$ cat src/rtl/pwm_setpoint_sequencer.sv
// pwm_setpoint_sequencer: update controller for one half-bridge PWM generator.
// Owns the period tick counter, validates highside/lowside setpoints and runs the
// invalidate -> load -> wait-complete sequence once per period. Generator errors and
// completion timeouts latch FAULT, which forces zero on-times until cleared.
// Optional feature: define PWM_SETPOINT_SLEW_LIMIT_EN to limit each update's change
// per channel to max_step ticks; otherwise each update loads the target directly.
module pwm_setpoint_sequencer #(
  parameter int unsigned tick_count_period  = 100,
  parameter int unsigned bitwidth           = $clog2(tick_count_period) + 1,
  parameter int unsigned update_tick        = 10,
  parameter int unsigned max_step           = 4,
  parameter int unsigned completion_timeout = 16
) (
  input  logic                clock,
  input  logic                reset,
  input  logic                enable,
  input  logic                setpoint_valid,
  output logic                setpoint_ready,
  input  logic [bitwidth-1:0] setpoint_highside,
  input  logic [bitwidth-1:0] setpoint_lowside,
  output logic                setpoint_error,
  output logic [bitwidth-1:0] tick_counter,
  output logic [bitwidth-1:0] tick_count_highside,
  output logic [bitwidth-1:0] tick_count_lowside,
  output logic                invalidate_input_values,
  output logic                load_input_values,
  input  logic                calculation_complete,
  input  logic                calculation_error,
  input  logic                shortcircuit_error,
  input  logic                fault_clear,
  output logic                busy,
  output logic                fault,
  output logic                at_target
);

  localparam int unsigned SUM_W = bitwidth + 1;
  localparam int unsigned TO_W  = $clog2(completion_timeout) + 1;

  localparam logic [SUM_W-1:0]    PERIOD_SUM  = SUM_W'(tick_count_period);
  localparam logic [bitwidth-1:0] LAST_TICK   = bitwidth'(tick_count_period - 1);
  localparam logic [bitwidth-1:0] UPDATE_TICK = bitwidth'(update_tick);
  localparam logic [TO_W-1:0]     TO_LAST     = TO_W'(completion_timeout - 1);

  // The whole update sequence must finish well inside one period.
  if (update_tick + 3 + completion_timeout >= tick_count_period - 1) begin : g_bad_timing
    $error("update_tick + 3 + completion_timeout must be below tick_count_period - 1");
  end
  if (max_step == 0) begin : g_bad_step
    $error("max_step must be at least 1");
  end

  typedef enum logic [2:0] {
    ST_IDLE,
    ST_INVALIDATE,
    ST_LOAD,
    ST_WAIT_COMPLETE,
    ST_FAULT
  } state_t;

  state_t              state;
  logic [bitwidth-1:0] target_hs;
  logic [bitwidth-1:0] target_ls;
  logic [bitwidth-1:0] snap_hs;
  logic [bitwidth-1:0] snap_ls;
  logic [TO_W-1:0]     timeout_cnt;

  logic [SUM_W-1:0]    sp_sum;
  logic                sp_accept;
  logic                sp_bad;
  logic [bitwidth-1:0] target_hs_nxt;
  logic [bitwidth-1:0] target_ls_nxt;
  logic [bitwidth-1:0] next_hs;
  logic [bitwidth-1:0] next_ls;
  logic                launch;
  logic                gen_error;

  // Setpoint handshake: validate the offered pair and form the next target.
  always_comb begin
    sp_sum        = SUM_W'(setpoint_highside) + SUM_W'(setpoint_lowside);
    sp_accept     = setpoint_valid & setpoint_ready;
    sp_bad        = sp_sum > PERIOD_SUM;
    target_hs_nxt = target_hs;
    target_ls_nxt = target_ls;
    if (sp_accept && !sp_bad) begin
      target_hs_nxt = setpoint_highside;
      target_ls_nxt = setpoint_lowside;
    end
  end

`ifdef PWM_SETPOINT_SLEW_LIMIT_EN
  localparam logic [bitwidth-1:0] MAX_STEP = bitwidth'(max_step);

  function automatic logic [bitwidth-1:0] step_toward(input logic [bitwidth-1:0] cur,
                                                      input logic [bitwidth-1:0] tgt);
    logic [bitwidth-1:0] diff;
    if (tgt >= cur) begin
      diff        = tgt - cur;
      step_toward = (diff > MAX_STEP) ? cur + MAX_STEP : tgt;
    end else begin
      diff        = cur - tgt;
      step_toward = (diff > MAX_STEP) ? cur - MAX_STEP : tgt;
    end
  endfunction

  // Slew-limited step from the driven value toward the launch snapshot.
  assign next_hs = step_toward(tick_count_highside, snap_hs);
  assign next_ls = step_toward(tick_count_lowside, snap_ls);
`else
  // Direct load of the launch snapshot.
  assign next_hs = snap_hs;
  assign next_ls = snap_ls;
`endif

  assign launch = enable && (tick_counter == UPDATE_TICK) &&
                  ((tick_count_highside != target_hs) || (tick_count_lowside != target_ls));
  assign gen_error = calculation_error | shortcircuit_error;

  // Period tick counter; parked at 0 while disabled.
  always_ff @(posedge clock or negedge reset) begin
    if (!reset) begin
      tick_counter <= '0;
    end else if (!enable || (tick_counter == LAST_TICK)) begin
      tick_counter <= '0;
    end else begin
      tick_counter <= tick_counter + bitwidth'(1);
    end
  end

  // Update sequencer FSM with registered outputs and target bookkeeping.
  always_ff @(posedge clock or negedge reset) begin
    if (!reset) begin
      state                   <= ST_IDLE;
      target_hs               <= '0;
      target_ls               <= '0;
      snap_hs                 <= '0;
      snap_ls                 <= '0;
      timeout_cnt             <= '0;
      setpoint_ready          <= 1'b0;
      setpoint_error          <= 1'b0;
      tick_count_highside     <= '0;
      tick_count_lowside      <= '0;
      invalidate_input_values <= 1'b0;
      load_input_values       <= 1'b0;
      busy                    <= 1'b0;
      fault                   <= 1'b0;
      at_target               <= 1'b0;
    end else begin
      invalidate_input_values <= 1'b0;
      load_input_values       <= 1'b0;
      setpoint_error          <= sp_accept & sp_bad;
      setpoint_ready          <= 1'b1;
      target_hs               <= target_hs_nxt;
      target_ls               <= target_ls_nxt;

      if (gen_error) begin
        // Generator errors override everything, including a pending clear.
        state               <= ST_FAULT;
        tick_count_highside <= '0;
        tick_count_lowside  <= '0;
        busy                <= 1'b0;
        fault               <= 1'b1;
        at_target           <= 1'b0;
        setpoint_ready      <= 1'b0;
        timeout_cnt         <= '0;
      end else begin
        unique case (state)
          ST_IDLE: begin
            if (launch) begin
              // Snapshot the target so a setpoint accepted now waits a period.
              state                   <= ST_INVALIDATE;
              snap_hs                 <= target_hs;
              snap_ls                 <= target_ls;
              invalidate_input_values <= 1'b1;
              busy                    <= 1'b1;
              at_target               <= 1'b0;
            end else begin
              at_target <= (tick_count_highside == target_hs_nxt) &&
                           (tick_count_lowside == target_ls_nxt);
            end
          end
          ST_INVALIDATE: begin
            state               <= ST_LOAD;
            tick_count_highside <= next_hs;
            tick_count_lowside  <= next_ls;
            load_input_values   <= 1'b1;
          end
          ST_LOAD: begin
            state       <= ST_WAIT_COMPLETE;
            timeout_cnt <= '0;
          end
          ST_WAIT_COMPLETE: begin
            if (calculation_complete) begin
              state     <= ST_IDLE;
              busy      <= 1'b0;
              at_target <= (tick_count_highside == target_hs_nxt) &&
                           (tick_count_lowside == target_ls_nxt);
            end else if (timeout_cnt == TO_LAST) begin
              state               <= ST_FAULT;
              tick_count_highside <= '0;
              tick_count_lowside  <= '0;
              busy                <= 1'b0;
              fault               <= 1'b1;
              setpoint_ready      <= 1'b0;
            end else begin
              timeout_cnt <= timeout_cnt + TO_W'(1);
            end
          end
          ST_FAULT: begin
            setpoint_ready <= 1'b0;
            if (fault_clear) begin
              state          <= ST_IDLE;
              fault          <= 1'b0;
              target_hs      <= '0;
              target_ls      <= '0;
              setpoint_ready <= 1'b1;
              at_target      <= 1'b1;
            end
          end
          default: begin
            state <= ST_IDLE;
          end
        endcase
      end
    end
  end

endmodule

$ cat config.mk
export PLATFORM = sky130hd
export DESIGN_NAME = pwm_setpoint_sequencer
export DESIGN_NICKNAME = d
export VERILOG_FILES = /design/src/rtl/pwm_setpoint_sequencer.sv
export SDC_FILE = /design/constraint.sdc
export NUM_CORES = 1
export LEC_CHECK = 0
export ABC_AREA = 1
export CAP_MARGIN = 30
export CORE_ASPECT_RATIO = 2
export CORE_MARGIN = 3
export CORE_UTILIZATION = 51
export CTS_BUF_LIST = sky130_fd_sc_hd__clkbuf_8
export DETAILED_ROUTE_END_ITERATION = 8
export GPL_TIMING_DRIVEN = 0
export PLACE_DENSITY = 0.75
export SKIP_CTS_REPAIR_TIMING = 1
export SLEW_MARGIN = 20
export SYNTH_ARGS = -nofsm -noshare
export SYNTH_HDL_FRONTEND = slang
export SYNTH_SLANG_ARGS = --single-unit
$ cat constraint.sdc
create_clock -name clock -period 1.7 [get_ports clock]
set_input_delay 0.17 -clock clock [delete_from_list [all_inputs] [get_ports clock]]
set_output_delay 0.17 -clock clock [all_outputs]
set_load 0.05 [all_outputs]
==> run metrics <==
unrepaired setup endpoints after global routing=yes; max_cap viols=0; I/O Pins=55; DRT antenna net count=0; clock transition at the registers of the reported paths=0.08 ns; Cell Pwr Density=715.3 nW/um^2; via count=4120; largest net degree at the start of global routing=57; Max-slew headroom=0.5891; worst path buffer plus inverter count=2; register area share after synthesis=0.4435; drt drc=0; post-layout minimum cycle time=about 2.3 ns; min-delay worst type=in2reg; Setup-failing EPs final=45; Pre-antenna DRT Iters=5; Seq. cell area=1800 sq um; CP Capture Type=register; worst-path maximum fanout=8; status=finished, violations left; Critical Path RT=roughly 2 ns; area grow syn2layout=44.13%; CTS sink cnt=71; Max Fclk=around 0.44 GHz; Ys Warns=0; initial antenna violation count=0; Area contributors post-synth=dfrtp_1, nand2_1, inv_1, nand3_1, nor2_1; hpwl dp=8212 um; worst hold margin=0.1704 ns; fin cells=between 700 and 800; crit path DAT=2.57 ns; CP Cell Sequence=dlymetal6s2s_1 -> ha_1 -> nand3_1 -> nand3_2 -> nand2_2 -> nand2_1 -> nand2_1 -> nand2_1 -> nor2_4 -> nand3_4 -> clkbuf_16 -> nand2_8 -> nand2_4 -> nand2_1 -> nand2_2 -> nor2_1 -> nand2_1 -> nor2_1 -> nand2_1 -> nand2_1 -> nand2_1 -> nand2_1; largest area contributor in the netlist=dfrtp_1; dpl cells=roughly 680; CTS tree=yes; most frequent cells in the layout=nand2_1, inv_1, dfrtp_1; share of cells above drive strength 1=0.2461; critical path type=in2reg; placer congestion estimate=0.8950; CTS buffer count=9; #FFs+latches synth=71; Layout Skew=0.01007 ns; routed length per instance=16.59 um; fraction of the cycle the final worst path needs=1.331; Vias/cell=between 5 and 6; Die X=68.67 um; P_leak=around 3.3 nW; root buf cell=clkbuf_8; Synth Cell Area=4006 sq um; Site Rows=45; number of global-route vias before repair=3673; depth of the CTS H-tree=3; Total Routed Length=12080 um; Initial Util=0.5271; failing checks=negative setup slack; IO Port Bufs=54; Clock Latency Late Sink=roughly 0.36 ns; ANT cells=0; Die Y-Extent=131.3 um; slowest cell delay on critical path=0.32 ns; VDD IR max=0.0005564 V; die area=roughly 9000 sq um; Synth Net Count=571; GRT Residual Overflow=0; Post-DP Area=4781 sq um; Critical Path Source Type=primary input; Cells after Synth=534; slowest CP cell=ha_1; count of final max-slew check failures=0; Final #Nets=666; first-pass GRT wire length=between 15000 and 20000 um; Finished Cell Area=5774 sq um; core area=~7600 sq um; fillcell total=517; Final Hold Vio Count=0; Synth cell types=32; gr usage total=0.2477; setup ws final=-0.5635 ns; worst-margin pin slew=0.6123 ns; CTS max path bufs=2; post-synthesis average cell area=7.503 sq um; CP top delay family=simple AND/OR/NAND/NOR gates; post-synth top area share=0.4435; multi-input logic area=2308 sq um; commonest non-fill, non-tap cell in the layout=nand2_1; initial drt markers=308; Crit path top cell by count=nand2_1; Final Power=4.131 mW
[per-stage QoR]
stage	utilization	TNS, ns	setup slack [ns]
2_1_floorplan	-	-1.272	-0.4041
3_3_place_gp	0.6257	-174.97	-2.250
3_5_place_dp	0.6290	-31.10	-1.350
4_1_cts	0.6542	-22.42	-0.9738
5_1_grt	0.7597	-10.83	-0.7298
6_report	0.7597	-6.185	-0.5635
[cell usage after synthesis, drive strengths merged]
master   number
o22ai         4
a221oi        3
clkbuf        8
o211ai        2
nand3        35
nand2       168
nand4        23
o21ai        33
ha           12
inv          66
xor2         13
buf           5
dfrtp        71
mux2i         1
o2111ai       1
clkinv        1
a21oi        28
nor2         44
nor4          3
fa            1
nor3          7
a31oi         1
and3          1
nor3b         2
o311ai        1
[sequential cells by signal, indices dropped and copies added, names as in the netlist]
register and count:
invalidate_input_values 1, target_hs 8, tick_count_highside 8, busy 1, setpoint_ready 1, tick_count_lowside 8
tick_counter 8, next_hs 8, state 3, setpoint_error 1, target_ls 8, fault 1
load_input_values 1, timeout_cnt 5, at_target 1, next_ls 8
[final cells by class]
class                      instances  area share
sequential                        71      0.3118
clock buffer                      10     0.02384
multi-input combinational        383      0.3998
tap                               94     0.02037
buffer                            13     0.02405
inverter                          67     0.04464
timing repair buffer              84      0.1662
clock inverter                     6    0.009317
[kinds of logic (layout without fill, tap and decap cells)]
kind of cell	after synthesis	count (layout)	synth area share
compound gates	73	73	0.09869
xor+xnor	13	13	0.02842
fa+ha+maj	13	13	0.04247
buf+inv	80	180	0.07932
flops	71	71	0.4435
mux	1	1	0.002499
simple gates	283	283	0.3051
[power by group]
group          internal (mW)  switching, mW  leakage (nW)
combinational          0.406          0.581          2.27
clock                  0.699          0.628         0.106
sequential              1.75         0.0683         0.944
total                   2.85           1.28          3.32
[worst reg2reg max path, cell delays in order (launching register included)]
cell	delay [ns]
dfrtp_2	0.37
nand2_1	0.07
inv_1	0.11
clkbuf_2	0.22
clkbuf_2	0.24
nand4_1	0.27
nand3_2	0.16
nand2_2	0.05
nor2_1	0.10
nand2_1	0.06
nor2_1	0.09
nand2_1	0.07
nand2_1	0.07
nand2_1	0.05
nand2_1	0.05
[metal layers]
metal  global-route usage  routed length, um
met3              0.03507                508
met1               0.2575               4285
met4               0.1240                664
met2               0.4502               6617
met5                    0                  0
[worst paths after layout]
path                                      startpoint                           endpoint  slack (ns)  depth (start not counted)
max reg2reg                 setpoint_ready$_DFF_PN0_              at_target$_DFFE_PN0P_       -0.35                         14
min in group asynchronous                      reset             target_hs[1]$_DFF_PN0_        0.22                          2
min reg2reg                tick_counter[0]$_DFF_PN0_          tick_counter[0]$_DFF_PN0_        0.47                          1
max                              setpoint_lowside[1]              at_target$_DFFE_PN0P_       -0.56                         22
max in group asynchronous                      reset  tick_count_lowside[0]$_DFFE_PN0P_        0.91                          3
min                             setpoint_highside[1]             target_hs[1]$_DFF_PN0_        0.17                          3
(Power assumes the default switching activity.)
